`src/rtl/button_event_pkg.sv`:
```
// Shared types and constants for the button event block.
// Per-channel state encoding and counter sizing.
package button_event_pkg;

  localparam int NUM_BUTTONS = 4;
  localparam int CNT_W = 8;

  localparam logic [1:0] ST_IDLE   = 2'd0;
  localparam logic [1:0] ST_DELAY  = 2'd1;
  localparam logic [1:0] ST_REPEAT = 2'd2;

  typedef enum logic [1:0] {
    S_IDLE   = ST_IDLE,
    S_DELAY  = ST_DELAY,
    S_REPEAT = ST_REPEAT
  } state_e;

endpackage

```
`src/rtl/button_event_channel.sv`:
```
// One button channel: press/release pulses and hold auto-repeat.
// All outputs are registered from the next-state logic.
module button_event_channel
  import button_event_pkg::*;
#(
  parameter int HOLD_TICKS   = 24,
  parameter int REPEAT_TICKS = 6
) (
  input  logic clk,
  input  logic rst,
  input  logic tick,
  input  logic rise,
  input  logic fall,
  output logic press,
  output logic release_pulse,
  output logic event_pulse,
  output logic held
);

  localparam logic [CNT_W-1:0] HOLD_LAST =
    CNT_W'(HOLD_TICKS - 1);
  localparam logic [CNT_W-1:0] REP_LAST =
    CNT_W'(REPEAT_TICKS - 1);

  state_e           state_q, state_d;
  logic [CNT_W-1:0] cnt_q, cnt_d;
  logic             press_d, rel_d, evt_d;

  always_ff @(posedge clk or posedge rst) begin
    if (rst) begin
      state_q       <= S_IDLE;
      cnt_q         <= '0;
      press         <= 1'b0;
      release_pulse <= 1'b0;
      event_pulse   <= 1'b0;
      held          <= 1'b0;
    end else begin
      state_q       <= state_d;
      cnt_q         <= cnt_d;
      press         <= press_d;
      release_pulse <= rel_d;
      event_pulse   <= evt_d;
      held          <= (state_d != S_IDLE);
    end
  end

  // A fall wins over a tick in the same cycle.
  always_comb begin
    state_d = state_q;
    cnt_d   = cnt_q;
    press_d = 1'b0;
    rel_d   = 1'b0;
    evt_d   = 1'b0;
    unique case (state_q)
      S_IDLE: begin
        if (rise) begin
          press_d = 1'b1;
          evt_d   = 1'b1;
          cnt_d   = '0;
          state_d = S_DELAY;
        end
      end
      S_DELAY: begin
        if (fall) begin
          rel_d   = 1'b1;
          cnt_d   = '0;
          state_d = S_IDLE;
        end else if (tick) begin
          if (cnt_q == HOLD_LAST) begin
            evt_d   = 1'b1;
            cnt_d   = '0;
            state_d = S_REPEAT;
          end else begin
            cnt_d = cnt_q + 1'b1;
          end
        end
      end
      S_REPEAT: begin
        if (fall) begin
          rel_d   = 1'b1;
          cnt_d   = '0;
          state_d = S_IDLE;
        end else if (tick) begin
          if (cnt_q == REP_LAST) begin
            evt_d = 1'b1;
            cnt_d = '0;
          end else begin
            cnt_d = cnt_q + 1'b1;
          end
        end
      end
      default: begin
        state_d = S_IDLE;
        cnt_d   = '0;
      end
    endcase
  end

endmodule

```
`src/rtl/button_event.sv`:
```
// Debounced button levels to press/release/repeat event pulses.
// Shared tick prescaler, one FSM channel per button.
module button_event
  import button_event_pkg::*;
#(
  parameter int PRESC_BITS   = 16,
  parameter int HOLD_TICKS   = 24,
  parameter int REPEAT_TICKS = 6
) (
  input  logic                   clk,
  input  logic                   rst,
  input  logic [NUM_BUTTONS-1:0] button_in,
  output logic [NUM_BUTTONS-1:0] press,
  output logic [NUM_BUTTONS-1:0] release_pulse,
  output logic [NUM_BUTTONS-1:0] event_pulse,
  output logic [NUM_BUTTONS-1:0] held
);

  logic [PRESC_BITS-1:0]  prescaler;
  logic [NUM_BUTTONS-1:0] btn_q;
  logic [NUM_BUTTONS-1:0] rise, fall;
  logic                   tick;

  always_ff @(posedge clk or posedge rst) begin
    if (rst) begin
      prescaler <= '0;
      btn_q     <= '0;
    end else begin
      prescaler <= prescaler + 1'b1;
      btn_q     <= button_in;
    end
  end

  assign tick = &prescaler;
  assign rise = button_in & ~btn_q;
  assign fall = ~button_in & btn_q;

  for (genvar i = 0; i < NUM_BUTTONS; i++) begin : g_ch
    button_event_channel #(
      .HOLD_TICKS   (HOLD_TICKS),
      .REPEAT_TICKS (REPEAT_TICKS)
    ) u_ch (
      .clk           (clk),
      .rst           (rst),
      .tick          (tick),
      .rise          (rise[i]),
      .fall          (fall[i]),
      .press         (press[i]),
      .release_pulse (release_pulse[i]),
      .event_pulse   (event_pulse[i]),
      .held          (held[i])
    );
  end

endmodule
```
`config.mk`:
```
export PLATFORM = sky130hd
export DESIGN_NAME = button_event
export DESIGN_NICKNAME = d
export VERILOG_FILES = /design/src/rtl/button_event_pkg.sv /design/src/rtl/button_event_channel.sv /design/src/rtl/button_event.sv
export SDC_FILE = /design/constraint.sdc
export NUM_CORES = 1
export LEC_CHECK = 0
export CORE_UTILIZATION = 30
export CTS_CLUSTER_SIZE = 12
export DETAILED_ROUTE_END_ITERATION = 6
export HOLD_SLACK_MARGIN = 0.15
export SYNTH_ARGS = -nofsm -noshare
export SYNTH_HDL_FRONTEND = slang
export SYNTH_SLANG_ARGS = --single-unit
```
`constraint.sdc`:
```
create_clock -name clk -period 5.2 [get_ports clk]
set_input_delay 1.04 -clock clk [delete_from_list [all_inputs] [get_ports clk]]
set_output_delay 1.04 -clock clk [all_outputs]
set_load 0.03 [all_outputs]
```
=== Word level (Yosys, flattened, before mapping) ===
Cells that the tools add are included.

* Bits in writable memories: 0
* Memories: 0
* ROM bits: 0
* Flip-flop bits (word level): 76
* Bits in latches: 0
* Logic and storage cells: 180
* Input bits: 6

* Add/sub/neg operators: 5
* Shift-type cells: 0
* $lt $le $gt $ge: 0
* Multipliers: 0
* Eq/ne operators: 28
* Multiplexer cells: 100
* Reductions and logical operators: 17
* Bitwise operators: 4
* Divide/modulo/power cells: 0

{| class="wikitable"
|+ Operators by type and width
! cell !! number
|-
| two-way mux 8 bit || 28
|-
| case mux 8 bit (3 select lines) || 4
|-
| two-way mux 1 bit || 40
|-
| two-way mux 2 bit || 20
|-
| adder 8 x 1 -> 8 bit (second input constant) || 4
|-
| == test 8 x 3 -> 1 bit (second input constant) || 4
|-
| == test 8 x 5 -> 1 bit (second input constant) || 4
|-
| case mux 2 bit (3 select lines) || 4
|-
| inequality test 3 bit (second input constant) || 6
|-
| adder 16 x 1 -> 16 bit (second input constant) || 1
|-
| AND reduction 16 bit || 1
|-
| case mux 1 bit (3 select lines) || 4
|-
| AND reduction 3 bit || 4
|-
| AND 4 bit || 2
|-
| == test 2 x 1 -> 1 bit (second input constant) || 4
|-
| == test 2 bit (second input constant) || 4
|-
| zero test 2 bit || 4
|-
| inequality test 2 bit (second input constant) || 4
|-
| NOT 4 bit || 2
|-
| nonzero test 2 bit || 4
|-
| OR reduction 2 bit || 4
|-
| inequality test 3 x 2 -> 1 bit (second input constant) || 2
|}

=== Logic depth before layout (Yosys ltp) ===
Gate-level depths: netlist of run 1.

* Depth in word-level cells: 6
* Gate-level depth with buffers: 8
* Depth with buffers taken out: 7

=== Hierarchy ===
Synthesis of run 1 repeated with hierarchy kept, for this count alone.

* Cells, all modules: 433
* Area total of the unflattened synthesis: 4229.1 µm²

{| class="wikitable"
|+ Modules (own cells, without submodules)
! module !! cells each !! instances !! seq. area each (µm²) !! area an instance (µm²)
|-
| button_event_channel (g_ch[0].u_ch ...) || 91 || 3 || 350.3 || 837.1
|-
| button_event_channel (g_ch[3].u_ch) || 87 || 1 || 350.3 || 875.8
|-
| button_event || 73 || 1 || 500.5 || 842.1
|}

=== Worst setup path before layout of run 1 ===
No wires, ideal clock.

* Path kind: input -> register
* Start point: in button_in[2]
* End point: reg g_ch[2].u_ch.cnt_q[4]
* Data arrival time: 2411 ps
* Cell stages on the path: 6
* Buffers on the path: 1
* Required time: 5108 ps
* Setup slack: 2697 ps
* Cell sequence: nand2b_1 -> nand3_1 -> or2_2 -> or3_1 -> buf_2 -> o31ai_2

* Longest elaborated chain between the ends: 4
* Elaborated cells between the ends (all ways): 10
* Classes of those cells: 3 x eq/ne; 3 x mux; 3 x bitwise; 1 x reduce/logical

{| class="wikitable"
|+ RTL lines
! item !! RTL line !! source
|-
| start: declaration || button_event.sv:12 || <nowiki>input logic [NUM_BUTTONS-1:0] button_in,</nowiki>
|-
| NOT 4 bit || button_event.sv:36 || <nowiki>assign fall = ~button_in & btn_q;</nowiki>
|-
| AND 4 bit || button_event.sv:36 ||
|-
| inequality test 3 bit (no source line), or another cell as far along || -- ||
|-
| AND reduction 3 bit (no source line) or case mux 8 bit (3 select lines) (tied branches) || -- ||
|-
| end signal: assignment || button_event_channel.sv:39 || <nowiki>cnt_q <= cnt_d;</nowiki>
|-
| end: declaration || button_event_channel.sv:26 || <nowiki>logic [CNT_W-1:0] cnt_q, cnt_d;</nowiki>
|}

Parallel ways exist; a longest one is shown, timed or not.
A chain may end at the register's enable or synchronous reset.

=== Worst setup path after layout of run 1 ===
* Start point: in button_in[3]
* End point: reg g_ch[3].u_ch.cnt_q[7]

* Longest elaborated chain between the ends: 4
* Elaborated cells between the ends (all ways): 10
* Classes of those cells: 3 x eq/ne; 3 x mux; 3 x bitwise; 1 x reduce/logical

{| class="wikitable"
|+ RTL lines
! item !! RTL line
|-
| NOT 4 bit || button_event.sv:36
|-
| AND 4 bit || button_event.sv:36
|-
| inequality test 3 bit (no source line), or another cell as far along || --
|-
| AND reduction 3 bit (no source line) or case mux 8 bit (3 select lines) (tied branches) || --
|-
| end signal: assignment || button_event_channel.sv:39
|-
| end: declaration || button_event_channel.sv:26
|}

Parallel ways exist; a longest one is shown, timed or not.

==> results of run 1 <==
-- report_power, final --
group	switching, W	total (W)	leakage [nW]	internal, W
sequential	0.0000497	0.000704	1.02	0.000654
combinational	0.000363	0.000585	1.02	0.000222
clock	0.000244	0.000593	0.134	0.000348
-- critical path, stage by stage --
cell	delay (ps)
clkdlybuf4s50_1	560
nand2b_1	190
nor2_1	70
o31ai_1	830
nand3b_1	350
o211ai_1	140
-- cells in the mapped netlist (13+ instances only) --
library cell   n  area, µm²
a21oi_1       16      80.08
o21ai_0       24      120.1
xor2_1        20      175.2
dfrtp_1       76       1902
buf_4         17      127.6
nand2b_1      13      81.33
nand2_1       33      123.9
ha_1          25      312.8
nor3_1        24      120.1
nor2_1        36      135.1
inv_1         31      116.4
nand3_1       22      110.1
-- state kept, by name, summed over array words and instances (netlist names) --
| signal | flops |
|---|---|
| g_ch.u_ch.press | 4 |
| g_ch.u_ch.held | 4 |
| g_ch.u_ch.release_pulse | 4 |
| g_ch.u_ch.event_pulse | 4 |
| prescaler | 16 |
| btn_q | 4 |
| g_ch.u_ch.cnt_q | 32 |
| g_ch.u_ch.state_q | 8 |
-- cell type report --
type | count | area [µm²] | share of cell area [%]
inverters | 31 | 116.4 | 2.351
multi-input cells | 335 | 2191 | 44.27
flip-flops and latches | 76 | 1902 | 38.43
repair buffers | 23 | 225.2 | 4.551
well taps | 180 | 225.2 | 4.551
clock inverters | 5 | 36.28 | 0.7332
clock buffers | 11 | 252.7 | 5.107
-- layer usage --
layer  GRT usage (%)  up-vias
met4           6.860        0
met5               0        -
met1           15.89     1645
met2           18.79       79
met3           2.695       14
li1                -     1665
-- final timing paths --
check	startpoint	to	cells past startpoint
min in group asynchronous	rst	g_ch[2].u_ch.cnt_q[6]	2
max in group asynchronous	rst	g_ch[0].u_ch.cnt_q[2]	3
setup / recovery	button_in[3]	g_ch[3].u_ch.cnt_q[7]	6
hold reg to reg	prescaler[0]	prescaler[0]	1
setup reg to reg	prescaler[0]	g_ch[2].u_ch.cnt_q[3]	7
hold / removal	prescaler[0]	prescaler[0]	1
-- per-stage QoR --
| step | std cells | setup slack, ps |
|---|---|---|
| global route | 661 | 2076 |
| detailed placement | 645 | 1896 |
| floorplan | 466 | 2222 |
| global placement | 645 | 1982 |
| finish | 661 | 2238 |
| CTS | 661 | 2281 |
-- cells by family after synthesis --
logic type	share of synthesized area [%]
flops	43.57
fa+ha+maj	7.165
simple gates	21.78
mux	1.003
xor+xnor	5.417
buf+inv	6.248
compound gates	14.82
==> flow_summary_export.csv, run 1 <==
group,metric,value,unit
status,status,"complete, no violations",
setup_path,cp-end-kind,"flip-flop",
sta,finalHoldViolCount,0,
place,gp_congestion,0.8950,
yosys,ys_ff_latch,76,
global_routing,grt_pass1_vias,3155,
detailed_routing,met1_length,4035,µm
global_routing,track_usage,12.24,%
detailed_routing,dr.pass1.iters,5,
detailed_routing,first_iter_violations,230,
power,p_leak,2.174,nW
final_layout,drive_above_1_share,7.900,%
die,die_w,122.6,µm
power,powerDensity,380.2,mW/mm²
place,dp_hpwl,5997,µm
yosys,synth_edf_count,0,
clock_network,cts_setup_buffers,0,
yosys,async_reset_ff_share,100.0,%
sta,setup_viol,0,
final_layout,mostFrequentLayoutCells,"dfrtp_1, nor2_1, nand2_1",
clock_network,cts_buffer_depth,2,
detailed_routing,drtAntennaViolNets,0,
flow_run,cap_viol_max_count,0,
setup_path,critPathLaunchType,"primary input",
clock_network,worstSkewPairLatency,350,ps
clock_network,cts_sinks,76,
sta,finalCritPeriodShare,56.95,%
detailed_routing,wl,8374,µm
yosys,ys_seq_area_share,43.57,%
die,row_count,43,
place,portBuffers,21,
yosys,syn_nets,497,
clock_network,clk_pin_slew,60,ps
global_routing,grt_overflow_total,0,
die,ioPinCount,22,
detailed_routing,vias_per_cell,5.148,
die,fp.dieH,122.6,µm
clock_network,cts_max_level,3,
worst_hold_path,hold_path_class,"flip-flop to flip-flop",
yosys,yosysUniqueCellTypes,59,
setup_path,crit_required,5420,ps
yosys,syn_avg_cell_area,9.368,µm²
sta,period_needed,2962,ps
clock_network,cts_tree,"done",
sta,maxSlewHeadroom,35.10,%
die,initial_core_util,31.09,%
detailed_routing,drc_errors,0,
yosys,ys_warn_count,0,
detailed_routing,via_count,3403,
final_layout,fin_util,35.24,%
clock_network,cts_made_buffers,9,
detailed_routing,drt-wirelength-per-cell,12.67,µm
setup_path,r2r_setup_slack,2660,ps
final_layout,fill_cells,1406,
final_layout,finalInstanceArea,0.004949,mm²
die,die_area,0.01504,mm²
final_layout,diodes,0,
global_routing,grt_max_degree,44,
sta,finClkSkew,7.634,ps
clock_network,cts_resized,0,
setup_path,crit_fanout,9,
global_routing,grt_first_pass_wirelength,14480,µm
sta,hold_ws,469.1,ps
detailed_routing,wl_met2,3832,µm
sta,rsz0062_at_grt,"false",
yosys,syn-instance-count,466,
final_layout,syn_to_final_growth,13.36,%
yosys,syn-cell-area,0.004365,mm²
sta,worstMarginPinSlew,965.2,ps
sta,final_max_slew_viol_count,0,
yosys,synthFlopType,"dfrtp_1",
place,placed_cell_area,0.004659,mm²
sta,fmaxAchievable,337.7,MHz
final_layout,final_common_cell,"dfrtp_1",
global_routing,grt_antenna_before_repair,0,
power,p_total,0.001881,W
clock_network,cts_hold_buf,0,
power,ir_drop,0.0001632,V
sta,tns,0,ps
setup_path,cp_data_arrival_time,3180,ps
final_layout,final_nets,507,
setup_path,crit_type,"primary input to flip-flop",
clock_network,cts-root-buf,"clkbuf_16",
die,core,0.01404,mm²
detailed_routing,top_layer,"met4",
detailed_routing,route.met3.wl,319,µm
Power figures use the tool's default switching activity.
==> inputs of run 2 (changes only) <==
clock period = 2.6 ns   (was 5.2 ns; I/O delays follow)
==> run 2 against run 1 <==
  * Cell count is 2.0% higher
  * Critical path depth is 1 higher
  * Via count is 0.59% lower
  * Combinational power is 110% higher
  * Hold slack better by 6.8 ps
  * Worst setup slack worse by 2000 ps
  * Count of clock-buffer cells in the layout is 2 lower
  * Power is 110% higher
  * Sequential cell count stayed put
  * Clock power is 120% higher
  * Routed wire length is 4.0% higher
  * Global-route usage is 0.29 points higher
==> flow_summary_export.csv, run 2 (synthesis results as in run 1) <==
group,metric,value,unit
sta,worstMarginPinSlew,738.5,ps
sta,tns,0,ps
global_routing,grt_first_pass_wirelength,15100,µm
setup_path,crit_type,"flip-flop to flip-flop",
clock_network,cts_resized,0,
setup_path,critPathLaunchType,"flip-flop",
power,powerDensity,773.2,mW/mm²
final_layout,regMostFlops,"g_ch.u_ch.cnt_q",
final_layout,finalInstanceArea,0.005095,mm²
detailed_routing,via_count,3383,
global_routing,grt_pass1_vias,3277,
final_layout,largest_registers,"g_ch.u_ch.cnt_q: 32 flops, prescaler: 16 flops, g_ch.u_ch.state_q: 8 flops",
worst_hold_path,hp-start,"prescaler[0]",
worst_hold_path,hold_path_class,"flip-flop to flip-flop",
global_routing,grt_antenna_before_repair,0,
sta,finalCritPeriodShare,90.71,%
clock_network,cts_buffer_depth,2,
place,portBuffers,21,
sta,finClkSkew,7.569,ps
setup_path,cp_data_arrival_time,2610,ps
global_routing,grt_max_degree,33,
status,status,"complete, no violations",
detailed_routing,drt-wirelength-per-cell,12.92,µm
clock_network,cts-root-buf,"clkbuf_16",
final_layout,final_nets,520,
clock_network,cts_sinks,76,
final_layout,fin_util,36.28,%
final_layout,drive_above_1_share,10.53,%
power,p_leak,2.261,nW
setup_path,crit_fanout,15,
setup_path,r2r_setup_slack,240,ps
place,placed_cell_area,0.004782,mm²
clock_network,cts_hold_buf,0,
sta,fmaxAchievable,424.0,MHz
setup_path,cp-end-kind,"flip-flop",
die,ioPinCount,22,
final_layout,final_common_cell,"dfrtp_1",
die,die_area,0.01504,mm²
clock_network,cts_setup_buffers,0,
setup_path,reg2reg_from,"prescaler[0]",
detailed_routing,first_iter_violations,246,
die,core,0.01404,mm²
clock_network,cts_made_buffers,9,
sta,final_max_slew_viol_count,0,
place,gp_congestion,0.8305,
final_layout,finalNonFillerCells,674,
final_layout,mostFrequentLayoutCells,"dfrtp_1, nor2_1, nand2_1",
sta,rsz0062_at_grt,"false",
place,placedCellCount,658,
clock_network,cts_tree,"done",
place,dp_hpwl,6138,µm
detailed_routing,drtAntennaViolNets,0,
clock_network,cts_max_level,3,
final_layout,fill_cells,1385,
final_layout,largest_register_ffs,32,
detailed_routing,wl,8711,µm
global_routing,grt_overflow_total,0,
die,initial_core_util,31.09,%
power,ir_drop,0.0004004,V
setup_path,crit_path_start,"prescaler[0]",
clock_network,worstSkewPairLatency,340,ps
sta,setup_viol,0,
final_layout,diodes,0,
die,fp.dieH,122.6,µm
sta,maxSlewHeadroom,50.69,%
final_layout,syn_to_final_growth,16.71,%
die,row_count,43,
clock_network,clk_pin_slew,70,ps
global_routing,track_usage,12.54,%
die,die_w,122.6,µm
sta,finalHoldViolCount,0,
detailed_routing,drc_errors,0,
detailed_routing,vias_per_cell,5.019,
sta,period_needed,2359,ps
flow_run,cap_viol_max_count,0,
detailed_routing,dr.pass1.iters,4,
setup_path,crit_required,2850,ps
## run 2: changes by cell type in the layout (fill, tap and decap cells not counted), sizes merged
cell | before | now
clkbuf | 11 | 9
buf | 2 | 15
clkinvlp | 3 | 1
inv | 31 | 34
bufinv | 0 | 1
## run 2: worst max-delay path, cell delays in order (launching register included)
cell and delay (ps):
dfrtp_1 390, ha_1 200, nand3_1 200, nor4_4 360, buf_4 270, o21ai_2 140, or3_1 460, o31ai_2 250
## run 2: per-layer routing
layer  global-route usage, %  part of all wire, %  wire length [µm]  vias to the layer above
met1                   16.60                   49              4243                     1621
met3                   3.113                  3.7               324                       13
met5                       0                    0                 0                        -
met4                   5.335                  1.5               133                        0
met2                   19.35                   46              4010                       67
li1                        -                    -                 -                     1682
## run 2: cell type report
type | count | area, µm² | area share (%)
multi-input combinational | 335 | 2195 | 43.07
clock buffer | 9 | 225.2 | 4.420
clock inverter | 7 | 83.83 | 1.645
tap | 180 | 225.2 | 4.420
timing repair buffer | 36 | 347.8 | 6.827
inverter | 31 | 116.4 | 2.284
sequential | 76 | 1902 | 37.33
## run 2: worst paths after layout
kind / end / depth (start not counted)
hold / removal: prescaler[0] / 1
min in group asynchronous: g_ch[2].u_ch.cnt_q[7] / 2
hold reg to reg: prescaler[0] / 1
max in group asynchronous: btn_q[3] / 3
setup reg to reg: g_ch[2].u_ch.cnt_q[7] / 7
setup / recovery: g_ch[2].u_ch.cnt_q[7] / 7
## run 2: through the flow
stage / hold slack (ps) / worst slack (ps) / power [W]
floorplan: 442.4 / 141.7 / 0.002340
global placement: 461.8 / 178.9 / 0.002629
detailed placement: 466.1 / 156.5 / 0.002650
CTS: 479.0 / 163.1 / 0.003986
global route: 508.1 / 37.37 / 0.004218
finish: 475.9 / 241.5 / 0.003940
## run 2: where the power goes
group | switching, W | internal [W]
clock | 0.000542 | 0.000760
combinational | 0.000733 | 0.000492
sequential | 0.000105 | 0.00131
total | 0.00138 | 0.00256
